**src/rtl/muldiv_pkg.sv**
```systemverilog
`default_nettype none
// ============================================================================
// Module      : muldiv_pkg
// Description : Shared types and constants for the iterative mult/div unit.
// Revision    : 1.0 - initial release
// ============================================================================
package muldiv_pkg;

    localparam int   MULDIV_WIDTH = 32;
    localparam int   MULDIV_CNT_W = $clog2(MULDIV_WIDTH);

    localparam logic OP_MULT = 1'b0;
    localparam logic OP_DIV  = 1'b1;

    typedef enum logic [2:0] {
        ST_IDLE    = 3'd0,
        ST_MUL_RUN = 3'd1,
        ST_DIV_RUN = 3'd2,
        ST_DONE    = 3'd3,
        ST_ZERO    = 3'd4
    } state_t;

endpackage : muldiv_pkg
`default_nettype wire

```
**src/rtl/muldiv_step.sv**
```systemverilog
`default_nettype none
// ============================================================================
// Module      : muldiv_step
// Description : One radix-2 Booth step and one restoring-division step.
// Revision    : 1.0 - initial release
// ============================================================================
module muldiv_step
    import muldiv_pkg::*;
#(
    parameter int WIDTH = MULDIV_WIDTH
) (
    input  logic [2*WIDTH:0]   i_prod,
    input  logic [WIDTH-1:0]   i_m,
    output logic [2*WIDTH:0]   o_booth,
    output logic [2*WIDTH:0]   o_div
);

    // Booth: accumulator is sign-extended one bit so that subtracting the
    // most negative multiplicand cannot overflow before the shift.
    logic [WIDTH:0] w_acc;
    logic [WIDTH:0] w_m_ext;
    logic [WIDTH:0] w_sum;

    assign w_acc   = {i_prod[2*WIDTH], i_prod[2*WIDTH:WIDTH+1]};
    assign w_m_ext = {i_m[WIDTH-1], i_m};

    always_comb begin
        w_sum = w_acc;
        case (i_prod[1:0])
            2'b01:   w_sum = w_acc + w_m_ext;
            2'b10:   w_sum = w_acc - w_m_ext;
            default: w_sum = w_acc;
        endcase
    end

    assign o_booth = {w_sum, i_prod[WIDTH:1]};

    // Restoring division: remainder in the upper half, dividend/quotient below.
    logic [WIDTH:0]   w_shift;
    logic             w_ge;
    logic [WIDTH-1:0] w_sub;
    logic [WIDTH-1:0] w_rem;

    assign w_shift = {i_prod[2*WIDTH-1:WIDTH], i_prod[WIDTH-1]};
    assign w_ge    = (w_shift >= {1'b0, i_m});
    assign w_sub   = w_shift[WIDTH-1:0] - i_m;
    assign w_rem   = w_ge ? w_sub : w_shift[WIDTH-1:0];
    assign o_div   = {1'b0, w_rem, i_prod[WIDTH-2:0], w_ge};

endmodule : muldiv_step
`default_nettype wire

```
**src/rtl/muldiv_sequencer.sv**
```systemverilog
`default_nettype none
// ============================================================================
// Module      : muldiv_sequencer
// Description : Iterative signed MULT/DIV with sequencing FSM and HI/LO regs.
// Revision    : 1.0 - initial release
// ============================================================================
module muldiv_sequencer
    import muldiv_pkg::*;
#(
    parameter int WIDTH = MULDIV_WIDTH
) (
    input  logic             clk,
    input  logic             reset,
    input  logic             start,
    input  logic             op,
    input  logic [WIDTH-1:0] a,
    input  logic [WIDTH-1:0] b,
    output logic             busy,
    output logic             done,
    output logic             hilo_we,
    output logic             div0,
    output logic [WIDTH-1:0] hi,
    output logic [WIDTH-1:0] lo
);

    localparam int CNT_W = $clog2(WIDTH);

    state_t             r_state;
    state_t             w_state_nxt;
    logic [CNT_W-1:0]   r_cnt;
    logic [2*WIDTH:0]   r_prod;
    logic [WIDTH-1:0]   r_m;
    logic               r_a_neg;
    logic               r_q_neg;
    logic [WIDTH-1:0]   r_hi;
    logic [WIDTH-1:0]   r_lo;

    logic [2*WIDTH:0]   w_booth;
    logic [2*WIDTH:0]   w_div;
    logic               w_last;
    logic               w_b_zero;
    logic [WIDTH-1:0]   w_a_mag;
    logic [WIDTH-1:0]   w_b_mag;
    logic [WIDTH-1:0]   w_quo;
    logic [WIDTH-1:0]   w_rem;

    muldiv_step #(
        .WIDTH   (WIDTH)
    ) u_step (
        .i_prod  (r_prod),
        .i_m     (r_m),
        .o_booth (w_booth),
        .o_div   (w_div)
    );

    assign w_last   = (r_cnt == CNT_W'(WIDTH - 1));
    assign w_b_zero = (b == '0);
    // The most negative value maps to 2^(WIDTH-1), still exact as unsigned.
    assign w_a_mag  = a[WIDTH-1] ? (~a + 1'b1) : a;
    assign w_b_mag  = b[WIDTH-1] ? (~b + 1'b1) : b;
    assign w_quo    = w_div[WIDTH-1:0];
    assign w_rem    = w_div[2*WIDTH-1:WIDTH];

    always_ff @(posedge clk) begin
        if (reset) begin
            r_state <= ST_IDLE;
        end else begin
            r_state <= w_state_nxt;
        end
    end

    always_comb begin
        w_state_nxt = r_state;
        busy        = 1'b1;
        done        = 1'b0;
        hilo_we     = 1'b0;
        div0        = 1'b0;
        case (r_state)
            ST_IDLE: begin
                busy = 1'b0;
                if (start) begin
                    if (op == OP_MULT) begin
                        w_state_nxt = ST_MUL_RUN;
                    end else if (w_b_zero) begin
                        w_state_nxt = ST_ZERO;
                    end else begin
                        w_state_nxt = ST_DIV_RUN;
                    end
                end
            end
            ST_MUL_RUN, ST_DIV_RUN: begin
                if (w_last) begin
                    w_state_nxt = ST_DONE;
                end
            end
            ST_DONE: begin
                done        = 1'b1;
                hilo_we     = 1'b1;
                w_state_nxt = ST_IDLE;
            end
            ST_ZERO: begin
                div0        = 1'b1;
                w_state_nxt = ST_IDLE;
            end
            default: begin
                w_state_nxt = ST_IDLE;
            end
        endcase
    end

    always_ff @(posedge clk) begin
        if (reset) begin
            r_cnt   <= '0;
            r_prod  <= '0;
            r_m     <= '0;
            r_a_neg <= 1'b0;
            r_q_neg <= 1'b0;
            r_hi    <= '0;
            r_lo    <= '0;
        end else begin
            case (r_state)
                ST_IDLE: begin
                    r_cnt <= '0;
                    if (start && (op == OP_MULT)) begin
                        r_prod <= {{WIDTH{1'b0}}, b, 1'b0};
                        r_m    <= a;
                    end else if (start && !w_b_zero) begin
                        r_prod  <= {1'b0, {WIDTH{1'b0}}, w_a_mag};
                        r_m     <= w_b_mag;
                        r_a_neg <= a[WIDTH-1];
                        r_q_neg <= a[WIDTH-1] ^ b[WIDTH-1];
                    end
                end
                ST_MUL_RUN: begin
                    r_prod <= w_booth;
                    r_cnt  <= r_cnt + 1'b1;
                    if (w_last) begin
                        r_hi <= w_booth[2*WIDTH:WIDTH+1];
                        r_lo <= w_booth[WIDTH:1];
                    end
                end
                ST_DIV_RUN: begin
                    r_prod <= w_div;
                    r_cnt  <= r_cnt + 1'b1;
                    // Quotient truncates toward zero; remainder follows the dividend.
                    if (w_last) begin
                        r_lo <= r_q_neg ? (~w_quo + 1'b1) : w_quo;
                        r_hi <= r_a_neg ? (~w_rem + 1'b1) : w_rem;
                    end
                end
                default: begin
                    r_cnt <= '0;
                end
            endcase
        end
    end

    assign hi = r_hi;
    assign lo = r_lo;

endmodule : muldiv_sequencer
`default_nettype wire

```
**config.mk**
```make
export PLATFORM = sky130hd
export DESIGN_NAME = muldiv_sequencer
export DESIGN_NICKNAME = d
export VERILOG_FILES = /design/src/rtl/muldiv_pkg.sv /design/src/rtl/muldiv_step.sv /design/src/rtl/muldiv_sequencer.sv
export SDC_FILE = /design/constraint.sdc
export NUM_CORES = 1
export LEC_CHECK = 0
export CORE_MARGIN = 3
export CORE_UTILIZATION = 60
export DETAILED_ROUTE_END_ITERATION = 8
export DONT_BUFFER_PORTS = 1
export GPL_TIMING_DRIVEN = 0
export PLACE_DENSITY = 0.76
export SYNTH_ARGS = -nofsm -noshare
export SYNTH_HDL_FRONTEND = slang
export SYNTH_SLANG_ARGS = --single-unit
```
**constraint.sdc**
```tcl
create_clock -name clk -period 10.47 [get_ports clk]
set_input_delay 1.5705 -clock clk [delete_from_list [all_inputs] [get_ports clk]]
set_output_delay 1.5705 -clock clk [all_outputs]
set_load 0.02 [all_outputs]
```
==> flow_summary.json <==
{
  "ios": 136,
  "worstSetupEndpointType": "flip-flop",
  "nNetsFinal": 2355,
  "grt.overflow.total": 0,
  "syn_inst": 2193,
  "fmax_mhz": 170,
  "yosysSeqAreaShare_pct": 21.6,
  "crit_path_end": "r_prod[63]$_SDFFE_PP0P_",
  "muxShareOfSynthArea_pct": 2.79,
  "r2r_slack_ns": 4.59,
  "synth-main-ff-cell": "dfxtp_1",
  "worstRegToRegCells": 21,
  "track_usage_pct": 45.5,
  "fillers": 2343,
  "ys_warn_count": 0,
  "yosysTopAreaCellShare_pct": 21.6,
  "clock_sink_count": 171,
  "dp_hpwl_um": 53400,
  "htree_num_levels": 4,
  "peakVddDrop_mv": 0.146,
  "gp_congestion": 1.10,
  "cts-root-buf": "clkbuf_16",
  "cp_common_cell": "nor2_1",
  "synthAdderAreaFrac_pct": 6.02,
  "yosys.area.top_type": "dfxtp_1",
  "worstReg2RegStart": "r_m[2]$_SDFFE_PP0P_",
  "drt-initial-drc-count": 2991,
  "crit_chain": "or4_1 -> inv_1 -> nand3_1 -> nor2_1 -> and2_1 -> and3_1 -> a41oi_1 -> xnor2_1 -> ha_1 -> clkbuf_1 -> nand4_1 -> a2111oi_0 -> nand2_1 -> nor3_1 -> o311ai_0 -> a21boi_1 -> nor2_1 -> nor3_1 -> nor2_1 -> a211oi_1 -> nor2_1",
  "synth_edf_count": 0,
  "yosys-top-cells-area": "dfxtp_1 22%, nor2_1 6.2%, a21oi_1 5.8%",
  "startpoint_type": "flip-flop",
  "max_cap_viol_count": 1,
  "slowest_delay_ns": 0.57,
  "period_share_pct": 56.2,
  "clock_skew_ns": 0.0229,
  "ctsHoldBuffers": 0,
  "via_per_inst": 7.19,
  "num_vias": 18371,
  "avgSynthCellArea_um2": 7.22,
  "grt_pass1_vias": 16768,
  "critPathArrivalTime_ns": 6.19,
  "grt_pass1_wl_um": 101000,
  "hold_path_class": "flip-flop to flip-flop",
  "power.density_mw_per_mm2": 239,
  "firstDrtPassIters": 7,
  "die_y_um": 168,
  "drive_gt1_share_pct": 5.17,
  "finalSetupViolCount": 0,
  "p_leak_nw": 6.28,
  "crit_start": "r_m[2]$_SDFFE_PP0P_",
  "status": "complete, but fails checks",
  "async_flop_share_pct": 0,
  "synth-compound-area-share_pct": 30.7,
  "die_area_mm2": 0.0284,
  "worst_slew_pin_slew_ns": 1.58,
  "cp_max_fo": 8,
  "syn2layout_area_growth_pct": 6.38,
  "synth-simple-area-share_pct": 22.8,
  "synth_xor_area_share_pct": 10.0,
  "synthesis.area_mm2": 0.0158,
  "synth_cell_types": 93,
  "rsz0062_at_grt": "no",
  "antennaDiodeCount": 0,
  "drv_slew": 10,
  "placed_cells": 2523,
  "fin_crit_ns": 5.88,
  "hold_violations": 0,
  "path_class": "flip-flop to flip-flop",
  "clk_latency_ns": 0.45,
  "cts_resized": 0,
  "tns_ns": 0,
  "violations": "max-capacitance violations, max-slew violations",
  "required_ns": 10.78,
  "grt_max_degree": 20,
  "drc": 0,
  "portBuffers": 0,
  "r2r-end": "r_prod[63]$_SDFFE_PP0P_",
  "cts_buffers": 17,
  "start_util_pct": 62.0,
  "cts_setup_buffers": 0,
  "rows": 58,
  "antenna_found_initial": 4,
  "slowest_stage": "or4_1",
  "ant_nets": 0,
  "final_common_cell": "nor2_1",
  "clockBufferDepth": 2,
  "tritoncts": "done",
  "relSlewSlack_pct": -5.32,
  "layoutNonFillerInstCount": 2555,
  "die-width_um": 168,
  "core-area_mm2": 0.0255,
  "wire_per_inst_um": 26.3,
  "synth_seq_cells": 171,
  "drt_wl_total_um": 67300,
  "totalPowerFinal_mw": 4.03,
  "syn_nets": 2336,
  "synth_top_family_by_area": "compound AO/OA/AOI/OAI gates",
  "path_clk_slew_ns": 0.08,
  "layout_common_cells": "261 x nor2_1, 239 x nand2_1, 184 x a21oi_1"
}
-- synth_stat cells (all sizes together), types with 18 or more instances --
master,number
a211oi,97
a21o,29
a21oi,187
a221oi,50
a22oi,19
a31oi,35
buf,38
clkbuf,129
dfxtp,171
ha,73
inv,68
mux2i,25
nand2,239
nand3,31
nand4,26
nor2,261
nor3,55
nor4,29
o211ai,41
o21ai,115
o31ai,34
o41ai,21
or3,18
xnor2,77
xor2,104
-- worst min path at each step --
stage / end / slack, ns / startpoint / depth (start not counted)
final: r_m[17]$_SDFFE_PP0P_ / 0.49 / r_m[17]$_SDFFE_PP0P_ / 2
after detailed placement: r_cnt[0]$_SDFF_PP0_ / 0.46 / r_cnt[0]$_SDFF_PP0_ / 1
after global routing: r_m[17]$_SDFFE_PP0P_ / 0.52 / r_m[17]$_SDFFE_PP0P_ / 2
after floorplan: r_cnt[0]$_SDFF_PP0_ / 0.43 / r_cnt[0]$_SDFF_PP0_ / 1
after CTS: r_m[17]$_SDFFE_PP0P_ / 0.49 / r_m[17]$_SDFFE_PP0P_ / 2
after global placement: r_cnt[0]$_SDFF_PP0_ / 0.45 / r_cnt[0]$_SDFF_PP0_ / 1
-- registers in the layout (all words and copies together), names as in the netlist --
| signal | count |
|---|---|
| lo | 32 |
| r_q_neg | 1 |
| r_m | 32 |
| hi | 32 |
| r_state | 3 |
| r_cnt | 5 |
| r_prod | 65 |
| r_a_neg | 1 |
-- report_power, final --
part           total [mW]  switching [mW]  internal (mW)  leakage [nW]
registers           0.803           0.101          0.702          1.39
clock network       0.660           0.336          0.324         0.289
logic                2.57            1.70          0.865          4.60
-- per-layer routing --
layer  wire length (um)  global-route usage, %  vias to the layer above
li1                   -                      -                     8116
met1              25100                   59.9                     8526
met2              27800                   67.4                     1454
met3              10500                   14.8                      271
met4               3850                   21.6                        4
met5                 24                      0                        -
-- per-stage QoR --
| step | worst slack, ns | utilization (%) | hold WS (ns) | area [um2] |
|---|---|---|---|---|
| floorplan | 6.07 | - | 0.432 | 15800 |
| global placement | 4.80 | 63.6 | 0.446 | 16200 |
| detailed placement | 4.77 | 63.6 | 0.462 | 16200 |
| CTS | 4.75 | 65.9 | 0.489 | 16800 |
| global route | 4.17 | 65.9 | 0.521 | 16800 |
| finish | 4.59 | 65.9 | 0.492 | 16800 |
-- cell type report --
type	count	area (um2)	area share, %
Clock buffer	17	425	2.53
Clock inverter	15	171	1.02
Inverter	68	255	1.52
Buffer	167	696	4.13
Multi-Input combinational cell	1787	11500	68.0
Tap cell	330	413	2.45
Sequential cell	171	3420	20.3
-- critical path, delay by kind of cell (launching register included) --
kind,cells,cell delay (ns)
simple gates,12,2.83
compound gates,5,1.69
buf+inv,2,0.39
flops,1,0.38
fa+ha+maj,1,0.28
xor+xnor,1,0.17
-- cells by family (layout without fill, tap and decap cells) --
logic type                 after synthesis  count (layout)
and+or+nand+nor                        771             771
adders and majority gates               75              75
muxes                                   42              42
AOI/OAI and AO/OA                      718             718
DFF                                    171             171
buffers and inverters                  235             267
xor gates and xnor gates               181             181
No activity file was read; power rests on OpenSTA's default activity.
